## config.mk

```make
export PLATFORM = sky130hd
export DESIGN_NAME = serial_word_assembler
export DESIGN_NICKNAME = d
export VERILOG_FILES = /design/src/rtl/serial_word_assembler.sv
export SDC_FILE = /design/constraint.sdc
export NUM_CORES = 1
export LEC_CHECK = 0
export CORE_MARGIN = 2
export CORE_UTILIZATION = 25
export DETAILED_ROUTE_END_ITERATION = 12
export GPL_ROUTABILITY_DRIVEN = 0
export MAX_ROUTING_LAYER = met4
export PLACE_DENSITY = 0.46
export SLEW_MARGIN = 40
export SYNTH_ARGS = -nofsm -noshare
export SYNTH_HDL_FRONTEND = slang
export SYNTH_SLANG_ARGS = --single-unit
```

## constraint.sdc

```tcl
create_clock -name clk -period 2.4 [get_ports clk]
set_input_delay 0.48 -clock clk [delete_from_list [all_inputs] [get_ports clk]]
set_output_delay 0.48 -clock clk [all_outputs]
set_load 0.02 [all_outputs]
```

## src/rtl/serial_word_assembler.sv

```systemverilog
`default_nettype none
// ============================================================================
// Module      : serial_word_assembler
// Description : Collects an MSB-first serial bit stream into DATA_WIDTH-bit
//               words with a valid/ready output and a sticky overrun flag.
// Revision    : 1.0 - initial release
// ============================================================================
module serial_word_assembler #(
    parameter int DATA_WIDTH = 32
) (
    input  logic                          clk,
    input  logic                          rst,
    input  logic                          frame_start,
    input  logic                          bit_in,
    input  logic                          bit_valid,
    output logic [DATA_WIDTH-1:0]         word_out,
    output logic                          word_valid,
    input  logic                          word_ready,
    output logic [$clog2(DATA_WIDTH)-1:0] bit_count,
    output logic                          overrun,
    input  logic                          overrun_clr
);

    localparam int              c_CW   = $clog2(DATA_WIDTH);
    localparam int              c_SW   = DATA_WIDTH - 1;
    localparam logic [c_CW-1:0] c_LAST = c_CW'(DATA_WIDTH - 1);

    localparam logic [0:0] c_IDLE    = 1'b0;
    localparam logic [0:0] c_COLLECT = 1'b1;

    logic [0:0]            r_state;
    // Only DATA_WIDTH-1 bits are stored: the completing bit goes straight to word_out.
    logic [c_SW-1:0]       r_shreg;
    logic [c_CW-1:0]       r_bit_count;
    logic [DATA_WIDTH-1:0] r_word_out;
    logic                  r_word_valid;
    logic                  r_overrun;

    logic [DATA_WIDTH-1:0] w_shift;
    logic [c_SW-1:0]       w_first;
    logic                  w_shift_en;
    logic                  w_complete;
    logic                  w_handshake;
    logic                  w_load;
    logic                  w_drop;

    always_comb begin
        w_shift     = {r_shreg, bit_in};
        w_first     = c_SW'(bit_in);
        // frame_start always wins, so a restart can never complete a word.
        w_shift_en  = (r_state == c_COLLECT) && bit_valid && !frame_start;
        w_complete  = w_shift_en && (r_bit_count == c_LAST);
        w_handshake = r_word_valid && word_ready;
        w_load      = w_complete && (!r_word_valid || word_ready);
        w_drop      = w_complete && r_word_valid && !word_ready;
    end

    always_ff @(posedge clk or negedge rst) begin
        if (!rst) begin
            r_state     <= c_IDLE;
            r_shreg     <= '0;
            r_bit_count <= '0;
        end else if (frame_start) begin
            r_state     <= c_COLLECT;
            r_shreg     <= bit_valid ? w_first : '0;
            r_bit_count <= c_CW'(bit_valid);
        end else if (w_shift_en) begin
            r_shreg     <= w_shift[c_SW-1:0];
            r_bit_count <= w_complete ? '0 : r_bit_count + 1'b1;
        end
    end

    always_ff @(posedge clk or negedge rst) begin
        if (!rst) begin
            r_word_out   <= '0;
            r_word_valid <= 1'b0;
        end else if (w_load) begin
            r_word_out   <= w_shift;
            r_word_valid <= 1'b1;
        end else if (w_handshake) begin
            r_word_valid <= 1'b0;
        end
    end

    always_ff @(posedge clk or negedge rst) begin
        if (!rst) begin
            r_overrun <= 1'b0;
        end else if (w_drop) begin
            r_overrun <= 1'b1;
        end else if (overrun_clr) begin
            r_overrun <= 1'b0;
        end
    end

    assign word_out   = r_word_out;
    assign word_valid = r_word_valid;
    assign bit_count  = r_bit_count;
    assign overrun    = r_overrun;

endmodule
`default_nettype wire

```

==> metrics.cfg <==
[setup_path]
cp_cell_sequence=ha_1 -> and3_1 -> ha_1 -> nand3_4 -> buf_12 -> mux2_4
crit_top_cell=ha_1
slowest_stage=dfrtp_1
critical-path-max-stage-delay_ps=440
critPathKind=register to register
startpoint_type=register
crit_required_ps=2620
cp.arrival_ps=2190
cpLargestDelayFamily=adder cells
cp-end-kind=register
path_buf_inv=1
path_max_fanout=13

[clock_tree]
clockRootBuffer=clkbuf_8
cts_tree=done
cts_buffers=9
postCtsSetupBuffers=0
clk_latency_ps=350
clockBufferDepth=2
cts_max_level=3
clkTransAtPathRegs_ps=90
holdBufCountCts=0
cts.sinks=71
ctsResizeCount=0

[synth]
synth_top_area_share_pct=63.9
synth_most_common_cell=dfrtp_1
synth_top_cell_by_area=dfrtp_1
synthArstFlopShare_pct=100
yosys-top-cells-count=71 x dfrtp_1, 32 x a22o_1, 30 x mux2_4
syn_area_um2=2780
yosysWarnings=0
ys.flop_type=dfrtp_1
avgSynthCellArea_um2=16.2
ys_types=24
yosys_register_bits=71
netlist_top_cells_area=dfrtp_1 64%, mux2_4 16%, a22o_1 10%
synth_nets=181
ys_seq_area_share_pct=63.9
synth_cells=172
synth-edff-count=0

[timing]
fin_hold_ws_ps=63.1
setup_violations=0
fin_skew_ps=12.1
drv_slew=0
hold_viol=0
period_share_pct=82.1
maxSlewHeadroom_pct=71.9
rsz0062_at_grt=no
post-route-min-period_ps=1970
max_freq_mhz=508
fin_setup_tns_ps=0
worst_pin_slew_ps=422

[global_route]
grt_use_total_pct=10.3
grt_pass1_wl_um=8910
grt_max_degree=34
grt_pass1_vias=1657
overflow=0
antenna_found_initial=0

[detailed_routing]
vias=1603
wl_um=5350
final_antenna_net_count=0
drc=0
wl_per_cell_um=14.3
firstDrtPassIters=4
drt_iter0_drc=64
vias_per_cell=4.30

[floorplan]
die_w_um=109
core_um2=10800
dieArea_um2=12000
die_y_um=109
initial_core_util_pct=25.7
ios=46
num_rows=38

[power]
power_density_nw_per_um2=627
p_leak_uw=0.00177
ir_worst_vdd_mv=0.264

[layout]
drive_gt1_share_pct=27.0
area_growth_pct=31.4
diodes=0
finalCoreUtilization_pct=33.7
fin_nets=237
postLayoutCellArea_um2=3650

[placement]
portBuffers=45
hpwl_um=3460
placed_area_um2=3450

[run]
cap_violations=0

[worst_hold_path]
hold_path.class=input pin to asynchronous set/reset pin

[outcome]
outcome=finished, final reports clean

layer usage:
metal / vias up / share of wire (%) / global-route usage, % / wire length, um
met5: - / 0 / - / 0
met2: 40 / 44 / 13.9 / 2360
li1: 750 / - / - / -
met1: 807 / 49 / 13.7 / 2620
met3: 6 / 5.6 / 3.62 / 300
met4: 0 / 1.3 / 4.61 / 68
stage by stage:
stage	total power, uW	cells	setup WS, ps
floorplan	1270	172	581
global placement	1330	357	339
detailed placement	1330	357	311
CTS	2330	373	391
global route	2390	373	320
finish	2290	373	430
placed cells by master, fill, tap and decap left out:
cell,count
a21oi_1,2
a21oi_4,1
a22o_1,32
a32o_1,1
and3_1,1
and3b_1,1
and4bb_2,1
buf_12,2
buf_4,9
bufinv_16,1
clkbuf_8,10
clkdlybuf4s50_1,44
clkinv_2,1
clkinv_4,2
clkinvlp_4,1
dfrtp_1,71
ha_1,2
inv_1,3
inv_6,1
mux2_2,2
mux2_4,30
mux2i_1,1
nand2_1,4
nand2b_1,2
nand3_1,2
nand3_4,1
nor3b_1,1
o21ai_0,2
o22ai_1,1
or2_2,1
worst paths after layout:
check | startpoint | endpoint | slack, ps | depth (start not counted)
min reg2reg | bit_count[3] | bit_count[3] | 510 | 1
max | bit_count[0] | word_out[27] | 430 | 6
max reg2reg | bit_count[0] | word_out[27] | 430 | 6
min | rst | r_shreg[13] | 60 | 1
min in group clk | bit_count[3] | bit_count[3] | 510 | 1
max in group asynchronous | rst | word_out[6] | 1760 | 2
cell families after synthesis:
| kind of cell | Yosys count | synth area share (%) |
|---|---|---|
| flip-flops | 71 | 63.9 |
| adder cells (fa/ha/maj) | 2 | 0.900 |
| buffers and inverters | 13 | 2.70 |
| multiplexers | 33 | 17.4 |
| AND/OR/NAND/NOR | 14 | 3.46 |
| AO/OA/AOI/OAI | 39 | 11.7 |
final cells by class:
cell class	count	area [um2]
flip-flops and latches	71	1780
clock buffers	10	138
repair buffers	55	548
inverters	3	11.3
clock inverters	6	68.8
fillers	1100	7190
multi-input cells	88	937
well taps	140	175
flip-flops by register name, summed over array words and instances (netlist names):
signal	flops
bit_count	5
overrun	1
r_shreg	31
r_state	1
word_out	32
word_valid	1
where the power goes:
part	total (uW)	internal, uW	switching [uW]	leakage [uW]
registers	1210	1200	7.74	0.000982
clock network	987	514	473	0.000103
logic	93.9	34.1	59.8	0.000685
(Power assumes the default switching activity.)
